**src/rtl/thermal_pkg.sv**
```systemverilog
`default_nettype none
// ============================================================================
// Module   : thermal_pkg
// Purpose  : Shared types and defaults for the thermal covert-channel
//            receiver (decoder FSM state encoding, preamble, count width).
// Ports    : none (package)
// Revision : 1.0 - initial release
// ============================================================================
package thermal_pkg;

   // Decoder FSM states; the encoding is exported on state_dbg.
   typedef enum logic [1:0] {
      ST_PRIME = 2'd0,
      ST_CAL   = 2'd1,
      ST_HUNT  = 2'd2,
      ST_DATA  = 2'd3
   } state_e;

   localparam logic [7:0] SYNC_BYTE_DEF = 8'hA5;
   localparam int         CNT_W_DEF     = 20;

endpackage
`default_nettype wire

```
**src/rtl/thermal_window_timer.sv**
```systemverilog
`default_nettype none
// ============================================================================
// Module   : thermal_window_timer
// Purpose  : Free-running bit-window timer. Flags the last cycle of each
//            2^WINDOW_LOG2-cycle window and restarts from zero on request.
// Ports    : clk      - system clock
//            rst_n    - asynchronous active-low reset
//            restart  - force the timer back to zero on the next edge
//            win_end  - high during the final cycle of a window
// Revision : 1.0 - initial release
// ============================================================================
module thermal_window_timer #(
   parameter int WINDOW_LOG2 = 24
) (
   input  logic clk,
   input  logic rst_n,
   input  logic restart,
   output logic win_end
);

   logic [WINDOW_LOG2-1:0] count_q;
   logic [WINDOW_LOG2-1:0] count_d;

   always_comb begin
      count_d = count_q + {{(WINDOW_LOG2-1){1'b0}}, 1'b1};
      if (restart) begin
         count_d = '0;
      end
   end

   always_ff @(posedge clk or negedge rst_n) begin
      if (!rst_n) begin
         count_q <= '0;
      end else begin
         count_q <= count_d;
      end
   end

   assign win_end = &count_q;

endmodule
`default_nettype wire

```
**src/rtl/thermal_bit_decoder.sv**
```systemverilog
`default_nettype none
// ============================================================================
// Module   : thermal_bit_decoder
// Purpose  : Receiver for the temporal thermal covert channel. Forms a
//            per-window oscillator count delta, calibrates a baseline,
//            slices each window into a bit (slower oscillator = hot = 1),
//            hunts for the sync byte and emits framed payload bytes.
// Ports    : clk        - system clock
//            rst_n      - asynchronous active-low reset
//            osc_count  - free-running oscillator edge count (clk domain)
//            cal_req    - one-cycle pulse, restarts calibration
//            calibrated - baseline valid
//            baseline   - mean calibration delta
//            bit_valid  - one-cycle pulse per decoded bit
//            bit_value  - decoded bit
//            byte_valid - one-cycle pulse per payload byte
//            byte_data  - payload byte (MSB first on air)
//            state_dbg  - current FSM state encoding
// Revision : 1.0 - initial release
// ============================================================================
module thermal_bit_decoder
   import thermal_pkg::*;
#(
   parameter int         CNT_W       = CNT_W_DEF,
   parameter int         WINDOW_LOG2 = 24,
   parameter int         CAL_LOG2    = 3,
   parameter int         MARGIN      = 16,
   parameter logic [7:0] SYNC_BYTE   = SYNC_BYTE_DEF,
   parameter int         FRAME_LEN   = 4
) (
   input  logic             clk,
   input  logic             rst_n,
   input  logic [CNT_W-1:0] osc_count,
   input  logic             cal_req,
   output logic             calibrated,
   output logic [CNT_W-1:0] baseline,
   output logic             bit_valid,
   output logic             bit_value,
   output logic             byte_valid,
   output logic [7:0]       byte_data,
   output logic [1:0]       state_dbg
);

   localparam int ACC_W = CNT_W + CAL_LOG2;
   localparam int BC_W  = $clog2(FRAME_LEN) + 1;
   localparam logic [CAL_LOG2:0] CAL_LAST   = (CAL_LOG2+1)'((1 << CAL_LOG2) - 1);
   localparam logic [BC_W-1:0]   BYTE_LAST  = BC_W'(FRAME_LEN - 1);
   localparam logic [CNT_W:0]    MARGIN_EXT = (CNT_W+1)'(MARGIN);

   state_e            state_q,      state_d;
   logic [CNT_W-1:0]  prev_q,       prev_d;
   logic [ACC_W-1:0]  acc_q,        acc_d;
   logic [CAL_LOG2:0] cal_cnt_q,    cal_cnt_d;
   logic [CNT_W-1:0]  baseline_q,   baseline_d;
   logic              calibrated_q, calibrated_d;
   logic              bit_valid_q,  bit_valid_d;
   logic              bit_value_q,  bit_value_d;
   logic [7:0]        hunt_sr_q,    hunt_sr_d;
   logic [6:0]        data_sr_q,    data_sr_d;
   logic [2:0]        bit_cnt_q,    bit_cnt_d;
   logic [BC_W-1:0]   byte_cnt_q,   byte_cnt_d;
   logic              byte_valid_q, byte_valid_d;
   logic [7:0]        byte_data_q,  byte_data_d;

   logic             win_end;
   logic [CNT_W-1:0] delta;
   logic [ACC_W-1:0] acc_sum;
   logic [CNT_W:0]   threshold;
   logic             slice_bit;
   logic [7:0]       hunt_shift;
   logic [7:0]       data_shift;

   thermal_window_timer #(
      .WINDOW_LOG2 (WINDOW_LOG2)
   ) u_timer (
      .clk     (clk),
      .rst_n   (rst_n),
      .restart (cal_req),
      .win_end (win_end)
   );

   // Modular subtraction absorbs counter wrap-around.
   assign delta   = osc_count - prev_q;
   assign acc_sum = acc_q + {{CAL_LOG2{1'b0}}, delta};

   // One extra bit: threshold MSB set means baseline < MARGIN, which forces 0.
   assign threshold  = {1'b0, baseline_q} - MARGIN_EXT;
   assign slice_bit  = !threshold[CNT_W] && ({1'b0, delta} <= threshold);
   assign hunt_shift = {hunt_sr_q[6:0], slice_bit};
   assign data_shift = {data_sr_q, slice_bit};

   always_comb begin
      state_d      = state_q;
      prev_d       = prev_q;
      acc_d        = acc_q;
      cal_cnt_d    = cal_cnt_q;
      baseline_d   = baseline_q;
      calibrated_d = calibrated_q;
      bit_valid_d  = 1'b0;
      bit_value_d  = bit_value_q;
      hunt_sr_d    = hunt_sr_q;
      data_sr_d    = data_sr_q;
      bit_cnt_d    = bit_cnt_q;
      byte_cnt_d   = byte_cnt_q;
      byte_valid_d = 1'b0;
      byte_data_d  = byte_data_q;

      if (cal_req) begin
         // Wins over a coincident window end; baseline is kept until replaced.
         state_d      = ST_PRIME;
         calibrated_d = 1'b0;
         hunt_sr_d    = '0;
         data_sr_d    = '0;
         bit_cnt_d    = '0;
         byte_cnt_d   = '0;
      end else if (win_end) begin
         prev_d = osc_count;
         case (state_q)
            ST_PRIME: begin
               acc_d     = '0;
               cal_cnt_d = '0;
               state_d   = ST_CAL;
            end
            ST_CAL: begin
               acc_d     = acc_sum;
               cal_cnt_d = cal_cnt_q + {{CAL_LOG2{1'b0}}, 1'b1};
               if (cal_cnt_q == CAL_LAST) begin
                  baseline_d   = acc_sum[CAL_LOG2 +: CNT_W];
                  calibrated_d = 1'b1;
                  state_d      = ST_HUNT;
               end
            end
            ST_HUNT: begin
               bit_valid_d = 1'b1;
               bit_value_d = slice_bit;
               hunt_sr_d   = hunt_shift;
               if (hunt_shift == SYNC_BYTE) begin
                  bit_cnt_d  = '0;
                  byte_cnt_d = '0;
                  state_d    = ST_DATA;
               end
            end
            ST_DATA: begin
               bit_valid_d = 1'b1;
               bit_value_d = slice_bit;
               data_sr_d   = data_shift[6:0];
               bit_cnt_d   = bit_cnt_q + 3'd1;
               if (bit_cnt_q == 3'd7) begin
                  byte_data_d  = data_shift;
                  byte_valid_d = 1'b1;
                  byte_cnt_d   = byte_cnt_q + {{(BC_W-1){1'b0}}, 1'b1};
                  if (byte_cnt_q == BYTE_LAST) begin
                     hunt_sr_d = '0;
                     state_d   = ST_HUNT;
                  end
               end
            end
            default: state_d = ST_PRIME;
         endcase
      end
   end

   always_ff @(posedge clk or negedge rst_n) begin
      if (!rst_n) begin
         state_q      <= ST_PRIME;
         prev_q       <= '0;
         acc_q        <= '0;
         cal_cnt_q    <= '0;
         baseline_q   <= '0;
         calibrated_q <= 1'b0;
         bit_valid_q  <= 1'b0;
         bit_value_q  <= 1'b0;
         hunt_sr_q    <= '0;
         data_sr_q    <= '0;
         bit_cnt_q    <= '0;
         byte_cnt_q   <= '0;
         byte_valid_q <= 1'b0;
         byte_data_q  <= '0;
      end else begin
         state_q      <= state_d;
         prev_q       <= prev_d;
         acc_q        <= acc_d;
         cal_cnt_q    <= cal_cnt_d;
         baseline_q   <= baseline_d;
         calibrated_q <= calibrated_d;
         bit_valid_q  <= bit_valid_d;
         bit_value_q  <= bit_value_d;
         hunt_sr_q    <= hunt_sr_d;
         data_sr_q    <= data_sr_d;
         bit_cnt_q    <= bit_cnt_d;
         byte_cnt_q   <= byte_cnt_d;
         byte_valid_q <= byte_valid_d;
         byte_data_q  <= byte_data_d;
      end
   end

   assign calibrated = calibrated_q;
   assign baseline   = baseline_q;
   assign bit_valid  = bit_valid_q;
   assign bit_value  = bit_value_q;
   assign byte_valid = byte_valid_q;
   assign byte_data  = byte_data_q;
   assign state_dbg  = state_q;

endmodule
`default_nettype wire

```
**config.mk**
```make
export PLATFORM = sky130hd
export DESIGN_NAME = thermal_bit_decoder
export DESIGN_NICKNAME = d
export VERILOG_FILES = /design/src/rtl/thermal_pkg.sv /design/src/rtl/thermal_window_timer.sv /design/src/rtl/thermal_bit_decoder.sv
export SDC_FILE = /design/constraint.sdc
export NUM_CORES = 1
export LEC_CHECK = 0
export CAP_MARGIN = 20
export CELL_PAD_IN_SITES_DETAIL_PLACEMENT = 1
export CELL_PAD_IN_SITES_GLOBAL_PLACEMENT = 1
export CORE_MARGIN = 2
export CORE_UTILIZATION = 45
export CTS_CLUSTER_SIZE = 20
export DETAILED_ROUTE_END_ITERATION = 8
export PLACE_DENSITY = 0.9
export SKIP_LAST_GASP = 1
export SLEW_MARGIN = 20
export SYNTH_ARGS = -nofsm -noshare
export SYNTH_HDL_FRONTEND = slang
export SYNTH_SLANG_ARGS = --single-unit
```
**constraint.sdc**
```tcl
create_clock -name clk -period 4.55 [get_ports clk]
set_input_delay 0.455 -clock clk [delete_from_list [all_inputs] [get_ports clk]]
set_output_delay 0.455 -clock clk [all_outputs]
set_load 0.01 [all_outputs]
```
==> reports/qor.yml <==
status:
  status: "finished, violations left"
  violations: "negative setup slack"
synthesis:
  syn_avg_cell_area_um2: 9.53
  syn-instance-count: 808
  synth_top_area_cell: "dfrtp_1"
  yosysWarningCount: 0
  synth_area_leaders: "dfrtp_1, ha_1, mux2_2, xnor2_1, nand2_1"
  netlist_area_mm2: 0.00770
  synth.distinct_cells: 65
  yosysTopAreaCellShare_pct: 40.6
  yosysSeqAreaShare_pct: 40.6
  synth_seq_cells: 125
  synth_edf_count: 0
  synthFlopType: "dfrtp_1"
  async_flop_share_pct: 100
  syn_nets: 899
critical_path:
  crit_path_cell_trace: "clkdlybuf4s50_1, ha_1, a21oi_1, o21ai_1, o21bai_1, a21oi_2, a21boi_2, o21ai_2, or4b_4, nand4b_1, ha_1, a21o_1, a21oi_1, o221ai_4, o21ai_2, a21oi_2, nor2_4, a311oi_4, a221o_2"
  arrival_ns: 5.05
  critPathSlowestCell: "or4b_4"
  startpoint_type: "input pin"
  critPathTopFamily: "compound AO/OA/AOI/OAI gates"
  cp-end-kind: "flip-flop"
  path_class: "input pin to flip-flop"
  crit_buf_inv: 1
  crit_fanout: 5
  required_ns: 4.86
  cpPeakStageDelay_ns: 0.53
timing:
  slew_headroom_pct: 33.6
  setup_viol: 8
  finalCritPeriodShare_pct: 104
  tightest_slew_ns: 0.992
  fin_skew_ns: 0.00920
  maxClockFrequency_mhz: 211
  setup_slack_ns: -0.196
  report.final.slew_viol_count: 0
  rsz0062_at_grt: "yes"
  final_hold_viol_count: 0
  period_needed_ns: 4.75
clocking:
  h-tree-depth: 4
  clk_path_buf_depth: 2
  cts_tree: "yes"
  clock-sinks: 125
  cts_root_buf: "clkbuf_16"
  numCtsBuffers: 17
  clkTransAtPathRegs_ns: 0.06
  clk_latency_ns: 0.43
die:
  die_h_um: 135
  die_area_mm2: 0.0182
  die_x_um: 135
  io_pins: 57
  initial_core_util_pct: 46.3
  rows: 47
  core_mm2: 0.0166
grt:
  grt_max_degree: 61
  antenna_found_initial: 0
  grt_pass1_vias: 7469
  grtUsageTotal_pct: 26.7
  grt_pass1_wl_um: 37800
  grt_overflow: 0
layout:
  design_area_mm2: 0.00978
  syn_to_final_growth_pct: 27.0
  layout_common_cells: "dfrtp_1, nand2_1, nor2_1, ha_1, buf_4"
  diodes: 0
  fillers: 1878
  final_common_cell: "dfrtp_1"
  final_core_util_pct: 58.8
  fin_nets: 1017
  drive_gt1_share_pct: 19.1
placement:
  routabilityCongestion: 0.810
  pre_cts_ws_ns: -0.565
  placed_cell_area_mm2: 0.00888
  dp_hpwl_um: 15700
  io_buffers: 56
routing:
  wire_per_inst_um: 21.3
  num_vias: 6692
  drt-vias-per-instance: 5.77
  drc: 0
  drt_wl_total_um: 24700
  dr.pass1.iters: 4
  ant_nets: 0
  drt_iter0_drc: 353
power_and_ir_drop:
  ir_drop_uv: 281
  power_density_mw_per_mm2: 333
  power_leakage_uw: 0.00449
hold_path:
  holdCritPathClass: "input pin to async pin"
run:
  maxCapViolations: 0
## kinds of logic (layout without fill, tap and decap cells)
| kind of cell | after synthesis | count (layout) | synth area share [%] |
|---|---|---|---|
| AO/OA/AOI/OAI | 170 | 170 | 14.0 |
| XOR/XNOR | 65 | 65 | 7.39 |
| adder cells (fa/ha/maj) | 68 | 68 | 11.2 |
| buffers and inverters | 67 | 198 | 3.33 |
| flip-flops | 125 | 125 | 40.6 |
| multiplexers | 49 | 49 | 7.05 |
| AND/OR/NAND/NOR | 264 | 264 | 16.4 |
## worst register-to-register path: stages (launching register included)
cell	delay (ns)
dfrtp_1	0.34
inv_1	0.06
ha_1	0.32
a21oi_1	0.23
o21ai_1	0.18
o21bai_1	0.23
a21oi_2	0.17
a21boi_2	0.23
o21ai_2	0.09
or4b_4	0.53
nand4b_1	0.17
ha_1	0.30
a21o_1	0.19
a21oi_1	0.28
o221ai_4	0.18
o21ai_2	0.23
a21oi_2	0.07
nor2_4	0.19
a311oi_4	0.16
a221o_2	0.37
## flip-flops by register name, summed over array words and instances (netlist names), 2 cells and up
name / cells
data_sr_q: 7
cal_cnt_q: 4
byte_cnt_q: 3
hunt_sr_q: 7
u_timer.count_q: 24
byte_data: 8
bit_cnt_q: 3
state_dbg: 2
acc_q: 23
baseline: 20
prev_q: 20
## cell type report
type                    count  area (µm²)  area share [%]
flip-flops and latches    125        3130            32.0
clock inverters            13         210            2.15
multi-input cells         616        4510            46.1
repair buffers            118        1030            10.5
well taps                 220         275            2.82
inverters                  48         180            1.84
clock buffers              19         443            4.53
## path summary, 6_finish.rpt
check | slack (ns) | end | start | cells after the start
max in group asynchronous | 3.41 | data_sr_q[1] | rst_n | 2
worst min-delay path | 0.11 | prev_q[3] | rst_n | 1
worst max register to register | -0.08 | byte_cnt_q[2] | prev_q[12] | 19
min in group clk | 0.44 | prev_q[0] | osc_count[0] | 4
worst max-delay path | -0.20 | byte_cnt_q[2] | osc_count[12] | 19
worst min register to register | 0.47 | acc_q[0] | acc_q[0] | 2
## per-layer routing
metal | vias to the layer above | wire length (µm) | track usage [%] | part of all wire [%]
met3 | 81 | 1000 | 5.22 | 4.1
met5 | - | 0 | 0 | 0
met2 | 174 | 12800 | 49.3 | 52
met4 | 0 | 1080 | 10.5 | 4.3
met1 | 3347 | 9860 | 30.1 | 40
li1 | 3090 | - | - | -
## synthesized netlist by cell type (3+ instances only)
master      n
dfrtp_1   125
nand2_1    93
nor2_1     69
ha_1       66
o21ai_0    52
a21oi_1    49
inv_1      48
xnor2_1    40
mux2_2     36
nand3_1    27
xor2_1     25
clkbuf_1   13
a21o_1     10
mux2i_1    10
nand4_1    10
nor3_1     10
or3_1      10
nor2b_1     8
o21a_1      8
o31ai_1     7
a31oi_1     6
a32o_1      5
and2_1      5
and3_1      5
buf_1       4
nand2b_1    4
nand4b_1    4
nor4_1      4
a22o_1      3
a311oi_1    3
o21bai_1    3
## power breakdown
| part | switching (µW) | total, µW | leakage [µW] | internal (µW) |
|---|---|---|---|---|
| clock network | 541 | 1530 | 0.000314 | 990 |
| logic | 340 | 592 | 0.00246 | 252 |
| registers | 7.41 | 1130 | 0.00172 | 1120 |
## metrics by stage
stage / setup TNS, ns / total power [µW] / std cells / hold slack (ns)
global placement: -3.92 / 1630 / 1122 / 0.458
finish: -0.998 / 3250 / 1159 / 0.108
CTS: -0.0290 / 3210 / 1156 / 0.141
global route: -1.69 / 3360 / 1159 / 0.166
detailed placement: -9.95 / 1650 / 1122 / 0.468
floorplan: 0 / 1430 / 808 / 0.159
## timing repair
action,CTS,global route
hold buffers,0,0
setup buffers,2,3
pin swaps,4,20
setup endpoints to repair,14,31
resized for setup,8,35
Note: power is estimated with default switching activity, not from simulation.
